$ cat config.mk
export PLATFORM = sky130hd
export DESIGN_NAME = uart_tx_framer_flat
export DESIGN_NICKNAME = d
export VERILOG_FILES = /design/src/rtl/uart_tx_framer_if.sv /design/src/rtl/uart_tx_framer.sv /design/src/flat_wrapper.sv
export SDC_FILE = /design/constraint.sdc
export NUM_CORES = 1
export LEC_CHECK = 0
export ABC_CLOCK_PERIOD_IN_PS = 3100
export BUFFER_PORTS_ARGS = -buffer_cell sky130_fd_sc_hd__buf_2
export CAP_MARGIN = 25
export CORE_MARGIN = 2
export CORE_UTILIZATION = 50
export DETAILED_ROUTE_END_ITERATION = 8
export GPL_TIMING_DRIVEN = 1
export PLACE_DENSITY_LB_ADDON = 0.3
export REMOVE_ABC_BUFFERS = 1
export SYNTH_ARGS = -nofsm -noshare
export SYNTH_HDL_FRONTEND = slang
export SYNTH_SLANG_ARGS = --single-unit
export TNS_END_PERCENT = 1
$ cat constraint.sdc
create_clock -name baud_clk -period 3.1 [get_ports baud_clk]
set_clock_uncertainty 0.05 [all_clocks]
set_input_delay 0.93 -clock baud_clk [delete_from_list [all_inputs] [get_ports baud_clk]]
set_output_delay 0.93 -clock baud_clk [all_outputs]
set_load 0.005 [all_outputs]
$ cat src/rtl/uart_tx_framer_if.sv
// uart_tx_framer_if: host write side and PISO frame side of the UART TX framer
interface uart_tx_framer_if #(
    parameter int MAX_DATA_W = 8,
    parameter int FIFO_DEPTH = 4,
    parameter int FRAME_W    = MAX_DATA_W + 4
);
    logic [5:0]                         line_control_reg;
    logic [MAX_DATA_W-1:0]              data_in;
    logic                               data_valid;
    logic                               data_ready;
    logic [FRAME_W-1:0]                 frame_out;
    logic [$clog2(FRAME_W+1)-1:0]       frame_len;
    logic                               frame_valid;
    logic                               frame_ready;
    logic [$clog2(FIFO_DEPTH+1)-1:0]    fifo_count;
    logic                               overrun;

    modport master (
        output line_control_reg, data_in, data_valid, frame_ready,
        input  data_ready, frame_out, frame_len, frame_valid, fifo_count, overrun
    );

    modport slave (
        input  line_control_reg, data_in, data_valid, frame_ready,
        output data_ready, frame_out, frame_len, frame_valid, fifo_count, overrun
    );
endinterface

$ cat src/rtl/uart_tx_framer.sv
// uart_tx_framer: word FIFO feeding a registered UART frame builder (start/data/parity/stop or break)
module uart_tx_framer #(
    parameter int MAX_DATA_W = 8,
    parameter int FIFO_DEPTH = 4,
    parameter int FRAME_W    = MAX_DATA_W + 4
) (
    input logic             baud_clk,
    input logic             rst,
    uart_tx_framer_if.slave bus
);
    localparam int LW = $clog2(FRAME_W + 1);
    localparam int CW = $clog2(FIFO_DEPTH + 1);
    localparam int AW = $clog2(FIFO_DEPTH);

    typedef enum logic {IDLE, LOADED} state_t;

    state_t                 r_state;
    logic [MAX_DATA_W-1:0]  r_mem [FIFO_DEPTH];
    logic [AW-1:0]          r_wr;
    logic [AW-1:0]          r_rd;
    logic [CW-1:0]          r_count;
    logic [FRAME_W-1:0]     r_frame;
    logic [LW-1:0]          r_len;
    logic                   r_overrun;

    logic                   w_brk, w_stop2, w_p, w_pe;
    logic [1:0]             w_dw;
    logic                   w_full, w_empty, w_push, w_take, w_pop, w_build;
    logic [MAX_DATA_W-1:0]  w_head;
    int                     w_n;
    logic [LW-1:0]          w_len;
    logic [FRAME_W-1:0]     w_frame;
    logic                   w_par;

    assign {w_brk, w_stop2, w_p, w_pe, w_dw} = bus.line_control_reg;
    assign w_full  = r_count == CW'(FIFO_DEPTH);
    assign w_empty = r_count == '0;
    assign w_push  = bus.data_valid && !w_full;
    // The output register can take a new frame when empty or handing its frame over this edge
    assign w_take  = (r_state == IDLE) || bus.frame_ready;
    // Break frames are generated without consuming buffered words
    assign w_pop   = w_take && !w_brk && !w_empty;
    assign w_build = w_take && (w_brk || !w_empty);
    assign w_head  = r_mem[r_rd];
    assign w_n     = MAX_DATA_W - 3 + int'(w_dw);
    assign w_len   = LW'(w_n + 2 + int'(w_pe) + int'(w_stop2));

    // Assemble the frame for the oldest word: idle-high background, start, data LSB first, parity
    always_comb begin
        w_frame = '1;
        w_par   = 1'b0;
        w_frame[0] = 1'b0;
        for (int i = 0; i < MAX_DATA_W; i++) begin
            if (i < w_n) begin
                w_frame[i+1] = w_head[i];
                w_par        = w_par ^ w_head[i];
            end
        end
        for (int i = 1; i < FRAME_W; i++) begin
            if (w_pe && i == w_n + 1) w_frame[i] = w_p ? w_par : ~w_par;
        end
    end

    // Word storage; contents need no reset since the count gates every read
    always_ff @(posedge baud_clk) begin
        if (w_push) r_mem[r_wr] <= bus.data_in;
    end

    // FIFO pointers, occupancy and the overrun pulse for writes refused while full
    always_ff @(posedge baud_clk or posedge rst) begin
        if (rst) begin
            r_wr      <= '0;
            r_rd      <= '0;
            r_count   <= '0;
            r_overrun <= 1'b0;
        end else begin
            if (w_push) r_wr <= r_wr + 1'b1;
            if (w_pop)  r_rd <= r_rd + 1'b1;
            r_count   <= r_count + CW'(w_push) - CW'(w_pop);
            r_overrun <= bus.data_valid && w_full;
        end
    end

    // Output register FSM: hold a loaded frame until accepted, rebuilding on the same edge when possible
    always_ff @(posedge baud_clk or posedge rst) begin
        if (rst) begin
            r_state <= IDLE;
            r_frame <= '1;
            r_len   <= '0;
        end else if (w_build) begin
            r_state <= LOADED;
            r_frame <= w_brk ? '0 : w_frame;
            r_len   <= w_brk ? LW'(FRAME_W) : w_len;
        end else if (r_state == LOADED && bus.frame_ready) begin
            r_state <= IDLE;
        end
    end

    assign bus.data_ready  = !w_full;
    assign bus.fifo_count  = r_count;
    assign bus.frame_out   = r_frame;
    assign bus.frame_len   = r_len;
    assign bus.frame_valid = r_state == LOADED;
    assign bus.overrun     = r_overrun;
endmodule

$ cat src/flat_wrapper.sv
// flat-port wrapper written by rule: the top's interface ports become plain ports
module uart_tx_framer_flat 
#(
    parameter int MAX_DATA_W = 8,
    parameter int FIFO_DEPTH = 4,
    parameter int FRAME_W    = MAX_DATA_W + 4
)
  (baud_clk, rst, bus_line_control_reg, bus_data_in, bus_data_valid, bus_frame_ready, bus_data_ready, bus_frame_out, bus_frame_len, bus_frame_valid, bus_fifo_count, bus_overrun);
  uart_tx_framer_if #(.MAX_DATA_W(MAX_DATA_W), .FIFO_DEPTH(FIFO_DEPTH), .FRAME_W(FRAME_W)) bus_i ();
  input logic baud_clk;
  input logic rst;
  input wire logic [$bits(bus_i.line_control_reg)-1:0] bus_line_control_reg;
  input wire logic [$bits(bus_i.data_in)-1:0] bus_data_in;
  input wire logic [$bits(bus_i.data_valid)-1:0] bus_data_valid;
  input wire logic [$bits(bus_i.frame_ready)-1:0] bus_frame_ready;
  output wire logic [$bits(bus_i.data_ready)-1:0] bus_data_ready;
  output wire logic [$bits(bus_i.frame_out)-1:0] bus_frame_out;
  output wire logic [$bits(bus_i.frame_len)-1:0] bus_frame_len;
  output wire logic [$bits(bus_i.frame_valid)-1:0] bus_frame_valid;
  output wire logic [$bits(bus_i.fifo_count)-1:0] bus_fifo_count;
  output wire logic [$bits(bus_i.overrun)-1:0] bus_overrun;
  assign bus_i.line_control_reg = bus_line_control_reg;
  assign bus_i.data_in = bus_data_in;
  assign bus_i.data_valid = bus_data_valid;
  assign bus_i.frame_ready = bus_frame_ready;
  assign bus_data_ready = bus_i.data_ready;
  assign bus_frame_out = bus_i.frame_out;
  assign bus_frame_len = bus_i.frame_len;
  assign bus_frame_valid = bus_i.frame_valid;
  assign bus_fifo_count = bus_i.fifo_count;
  assign bus_overrun = bus_i.overrun;
  uart_tx_framer #(.MAX_DATA_W(MAX_DATA_W), .FIFO_DEPTH(FIFO_DEPTH), .FRAME_W(FRAME_W)) u_core (.baud_clk(baud_clk), .rst(rst), .bus(bus_i));
endmodule
==> results of run 1 <==
[cells in the mapped netlist (4+ instances only)]
master | count | area (um2)
a22o_1 | 4 | 35.0
dfrtp_1 | 13 | 325
mux4_2 | 5 | 113
nor2_1 | 4 | 15.0
dfstp_2 | 12 | 315
inv_1 | 15 | 56.3
a21oi_1 | 7 | 35.0
nand2_1 | 14 | 52.6
xnor2_1 | 11 | 96.3
ha_1 | 15 | 188
o21ai_0 | 5 | 25.0
clkbuf_1 | 4 | 15.0
and3_1 | 5 | 31.3
edfxtp_1 | 32 | 961
[report_power, final]
part           internal [W]  switching [W]
Combinational      0.000549       0.000597
Clock              0.000358       0.000293
Sequential          0.00108       0.000138
[worst max-delay path by stage]
| stage | depth (start not counted) | slack [ns] | end |
|---|---|---|---|
| after floorplan | 10 | 0.05 | u_core.bus.fifo_count[2] |
| after global placement | 9 | 0.22 | u_core.bus.frame_out[6] |
| after detailed placement | 9 | 0.13 | u_core.bus.frame_out[6] |
| after CTS | 9 | 0.49 | u_core.bus.frame_out[6] |
| after global routing | 9 | 0.37 | u_core.bus.frame_out[5] |
| final | 9 | 0.49 | u_core.bus.frame_out[6] |
[stage by stage]
step | instances | worst slack, ns | hold WS (ns) | area (um2)
6_report | 302 | 0.495 | 0.443 | 3120
5_1_grt | 302 | 0.366 | 0.463 | 3120
4_1_cts | 302 | 0.493 | 0.445 | 3120
3_5_place_dp | 286 | 0.132 | 0.427 | 2930
3_3_place_gp | 286 | 0.215 | 0.409 | 2930
2_1_floorplan | 172 | 0.0467 | 0.423 | 2610
[state kept, by name, indices dropped and copies added (netlist names)]
| signal | count |
|---|---|
| u_core.bus.frame_valid | 1 |
| u_core.r_mem | 32 |
| u_core.bus.frame_out | 12 |
| u_core.r_rd | 2 |
| u_core.bus.fifo_count | 3 |
| u_core.bus.overrun | 1 |
| u_core.r_wr | 2 |
| u_core.bus.frame_len | 4 |
[critical path, cell delays in order]
cell and delay (ns):
buf_2 0.11, inv_1 0.16, ha_1 0.21, inv_1 0.05, ha_1 0.18, nor2b_1 0.19, xnor2_2 0.13, xnor3_2 0.55
o311ai_2 0.29
[layout make-up]
type	count	area [um2]
Clock buffer	12	166
Clock inverter	4	22.5
Fill cell	416	1990
Inverter	15	56.3
Multi-Input combinational cell	100	952
Sequential cell	57	1600
Tap cell	70	87.6
Timing Repair Buffer	44	233
[logic make-up (layout without fill, tap and decap cells)]
family | count (synthesis) | after routing
AOI/OAI and AO/OA | 29 | 29
xor gates and xnor gates | 14 | 14
adders and majority gates | 17 | 17
buffers and inverters | 21 | 75
DFF | 57 | 57
muxes | 8 | 8
and+or+nand+nor | 32 | 32
[per-layer routing]
| metal | share of wire [%] | global-route usage [%] | up-vias |
|---|---|---|---|
| li1 | - | - | 742 |
| met2 | 49 | 28.0 | 38 |
| met3 | 4.5 | 6.47 | 8 |
| met1 | 44 | 23.5 | 767 |
| met4 | 1.8 | 8.18 | 0 |
| met5 | 0 | 0 | - |
==> results_dict.tcl, run 1 <==
set metrics [dict create \
    num_rows 26 \
    netlist_area_mm2 0.00265 \
    ys_warn_count 0 \
    path_max_fanout 8 \
    overflow 0 \
    synthFlopType "edfxtp_1" \
    final_cell_mix "buf_2, edfxtp_1, inv_1, ha_1, nand2_1" \
    gp_congestion 0.826 \
    leakage_nw 1.33 \
    ys_seq_area_share_pct 60.4 \
    synthSimpleGateAreaFrac_pct 6.09 \
    hold_buffers 0 \
    crit_required_ns 3.30 \
    synthAdderAreaFrac_pct 8.59 \
    async_flop_share_pct 43.9 \
    worstReg2RegStart "u_core.r_rd[0]" \
    fmax_mhz 384 \
    setup_tns_ns 0 \
    grt_pass1_wl_um 7990 \
    die_x_um 76.8 \
    wl_per_cell_um 15.2 \
    slew_headroom_pct 50.2 \
    setup_viol 0 \
    grt_pass1_vias 1636 \
    io_buffers 39 \
    grt_usage_pct 18.3 \
    antenna_found_initial 0 \
    irDropWorstVdd_v 0.000456 \
    drc 0 \
    hold_viol_final 0 \
    final_max_slew_viol_count 0 \
    layout_min_cycle_time_ns 2.61 \
    hold_path_depth 1 \
    cts-root-buf "clkbuf_8" \
    clk_path_buf_depth 2 \
    viasPerCell 5.15 \
    routed_wl_um 4600 \
    reg2reg_to "u_core.bus.frame_out[6]" \
    syn_area_per_cell_um2 14.9 \
    criticalPathCategory "input port to register" \
    startpoint_type "input port" \
    synth-edff-count 32 \
    hold_end "u_core.bus.frame_out[0]" \
    final_common_cell "buf_2" \
    clkLatencyLatePin_ns 0.34 \
    reg2reg_depth 6 \
    initial_core_util_pct 51.9 \
    worstMarginPinSlew_ns 0.746 \
    drt_iter0_markers 86 \
    critPathArrivalTime_ns 2.80 \
    cts.sinks 57 \
    synth_top_family_by_area "adder cells" \
    dr.pass1.iters 4 \
    cts_buffers 9 \
    cts.clk_slew.worst_paths_ns 0.07 \
    grt_max_degree 21 \
    die_h_um 76.8 \
    synth-seq-cells 57 \
    postCtsResizedCells 0 \
    hp-class "register to register" \
    die_area_mm2 0.00590 \
    outcome "finished, final reports clean" \
    power.total_w 0.00301 \
    area_growth_pct 17.7 \
    cap_violations 0 \
    final_util_pct 61.1 \
    core_area_mm2 0.00511 \
    drive_gt1_share_pct 36.6 \
    htreeDepth 3 \
    num_io_pins 40 \
    crit_path_end_kind "register" \
    synth_compound_area_share_pct 8.55 \
    hp-start "u_core.bus.frame_out[0]" \
    ff2ff_setup_slack_ns 0.61 \
    period_share_pct 84.0 \
    diodes 0 \
    rsz0062_at_grt "no" \
    synth.mux.area_fraction_pct 7.22 \
    nets 262 \
    dr_total_vias 1555 \
    synth_xor_area_share_pct 5.48 \
    antenna_left 0 \
    cts_tree "yes" \
    pwr_density_cell_mw_per_mm2 966 \
    postCtsSetupRepairBufs 0 \
    critPathLaunch "bus_line_control_reg[0]" \
    synth_cell_types 35 \
    syn_inst 178 \
    dpl.hpwl_um 3250 \
]
Power figures use the tool's default switching activity.
==> run 2: changes to the inputs <==
ABC_AREA = 1   (was not set)
ABC_CLOCK_PERIOD_IN_PS = 2580   (was 3100)
clock period = 2.58 ns   (was 3.1 ns; I/O delays follow)
==> results_dict.tcl, run 2 <==
set metrics [dict create \
    outcome "finished, final reports clean" \
    dr.pass1.iters 4 \
    place_area_mm2 0.00321 \
    final_util_pct 62.0 \
    synth_top_area_share_pct 33.1 \
    reg2reg_depth 8 \
    hold_viol_final 0 \
    async_flop_share_pct 43.9 \
    gp_congestion 0.810 \
    cp_common_cell "nand2_1" \
    cts.clk_slew.worst_paths_ns 0.07 \
    irDropWorstVdd_v 0.000548 \
    slew_headroom_pct 72.4 \
    place_inst 435 \
    syn_area_per_cell_um2 9.02 \
    hp-class "register to register" \
    nets 409 \
    io_buffers 39 \
    die_area_mm2 0.00643 \
    hp-start "u_core.bus.frame_out[0]" \
    worstMarginPinSlew_ns 0.414 \
    path_cells "buf_2, inv_1, ha_1, inv_1, ha_1, inv_1, nand3_1, nand2_1, nand2_1, inv_1, nand2_1, nand2_1, nand3_2, nand3_1, nand2_1, nand2_1" \
    die_h_um 80.2 \
    regMostFlops "u_core.r_mem" \
    hold_path_depth 2 \
    synth-edff-count 32 \
    hold_end "u_core.bus.frame_out[0]" \
    synthFlopType "edfxtp_1" \
    crit_required_ns 2.80 \
    setup_tns_ns 0 \
    ff2ff_setup_slack_ns 0.52 \
    critPathArrivalTime_ns 2.38 \
    initial_core_util_pct 52.1 \
    stdcell_area_mm2 0.00345 \
    htreeDepth 3 \
    yosys-top-cells-count "nand2_1, inv_1, edfxtp_1" \
    routed_wl_um 5410 \
    pwr_density_cell_mw_per_mm2 1150 \
    leakage_nw 1.70 \
    ys_warn_count 0 \
    worstReg2RegStart "u_core.bus.fifo_count[1]" \
    netlist_area_mm2 0.00290 \
    cap_violations 0 \
    layout_min_cycle_time_ns 2.16 \
    grt_max_degree 26 \
    fmax_mhz 464 \
    criticalPathCategory "input port to register" \
    cts_tree "yes" \
    synthTopCellsByArea "edfxtp_1, nand2_1, dfrtp_1, dfstp_2, ha_1" \
    path_buf_inv 5 \
    synth.most_common_cell "nand2_1" \
    drt_iter0_markers 52 \
    path_max_fanout 8 \
    grt_pass1_wl_um 9000 \
    fin_cells 451 \
    die_x_um 80.2 \
    slowest_delay_ns 0.21 \
    crit_path_end_kind "register" \
    cts-root-buf "clkbuf_8" \
    grt_usage_pct 18.8 \
    rsz0062_at_grt "no" \
    dr_total_vias 2173 \
    num_io_pins 40 \
    grt_pass1_vias 2082 \
    dpl.hpwl_um 3970 \
    antenna_found_initial 0 \
    diodes 0 \
    synth_area_leader_cell "edfxtp_1" \
    core_area_mm2 0.00557 \
    viasPerCell 4.82 \
    synth_cell_types 27 \
    crit_slowest_cell "ha_1" \
    hold_buffers 0 \
    wl_per_cell_um 12.0 \
    area_growth_pct 19.0 \
    num_rows 27 \
    overflow 0 \
    synth-seq-cells 57 \
    ys_seq_area_share_pct 55.1 \
    largest_reg_flops 32 \
    clkLatencyLatePin_ns 0.33 \
    setup_viol 0 \
    drive_gt1_share_pct 22.2 \
    drc 0 \
    antenna_left 0 \
    critPathTopFamily "simple AND/OR/NAND/NOR gates" \
    final_cell_mix "nand2_1, inv_1, buf_2, edfxtp_1, nand3_1" \
    clk_path_buf_depth 2 \
    period_share_pct 83.6 \
    startpoint_type "input port" \
    syn_inst 322 \
    postCtsSetupRepairBufs 0 \
    final_common_cell "nand2_1" \
    final_max_slew_viol_count 0 \
    cts_buffers 9 \
    postCtsResizedCells 0 \
    critPathLaunch "bus_line_control_reg[0]" \
    cts.sinks 57 \
    reg2reg_to "u_core.bus.fifo_count[2]" \
]
==> run 2: changes by cell type in the layout (fill, tap and decap cells not counted), sizes merged, moves of 4 or more <==
cell	before	now
nand2	14	112
and3	5	0
nor2	4	22
buf	44	48
mux4	8	0
inv	17	47
o21ai	5	9
nand3	0	32
xnor2	12	3
==> run 2: stage by stage <==
stage / total power [W] / setup WS, ns / hold WS [ns]
CTS: 0.00402 / 0.451 / 0.397
global route: 0.00432 / 0.257 / 0.426
global placement: 0.00292 / 0.191 / 0.382
detailed placement: 0.00299 / 0.0994 / 0.386
finish: 0.00398 / 0.424 / 0.393
floorplan: 0.00250 / 0.160 / 0.383
==> run 2: cells by family (layout without fill, tap and decap cells) <==
logic type      Yosys count  after routing  synth area share [%]
buf+inv                  54            111                  7.63
compound gates           19             19                  3.62
flops                    57             57                  55.1
xor+xnor                  6              6                  1.81
simple gates            169            169                  24.0
fa+ha+maj                17             17                  7.84
==> run 2: cell type report <==
type,count,area (um2)
sequential,57,1600
multi-input combinational,211,1080
timing repair buffer,48,263
fill,479,2120
inverter,47,176
clock buffer,9,124
clock inverter,7,119
tap,72,90.1
==> run 2: power breakdown <==
part           internal (W)  switching, W
clock              0.000641      0.000363
combinational      0.000554      0.000973
sequential          0.00129      0.000156
total               0.00249       0.00149
==> run 2: how the worst max path moves through the flow <==
stage	endpoint	slack (ns)	cells past startpoint
2_1_floorplan	u_core.bus.fifo_count[2]	0.16	10
3_3_place_gp	u_core.bus.frame_out[9]	0.19	17
3_5_place_dp	u_core.bus.frame_out[9]	0.1	17
4_1_cts	u_core.bus.frame_out[9]	0.45	17
5_1_grt	u_core.bus.frame_out[9]	0.26	17
6_report	u_core.bus.frame_out[9]	0.42	16
==> run 2: per-layer routing <==
| layer | track usage, % | share of wire (%) |
|---|---|---|
| met3 | 6.07 | 5.1 |
| met5 | 0 | 0 |
| met4 | 8.14 | 1.7 |
| met2 | 32.2 | 50 |
| met1 | 21.4 | 43 |
==> run 2: tightest hold or removal path, cell delays in order, from the launching register on <==
cell	delay (ns)
dfstp_2	0.37
inv_1	0.04
nor2_1	0.04
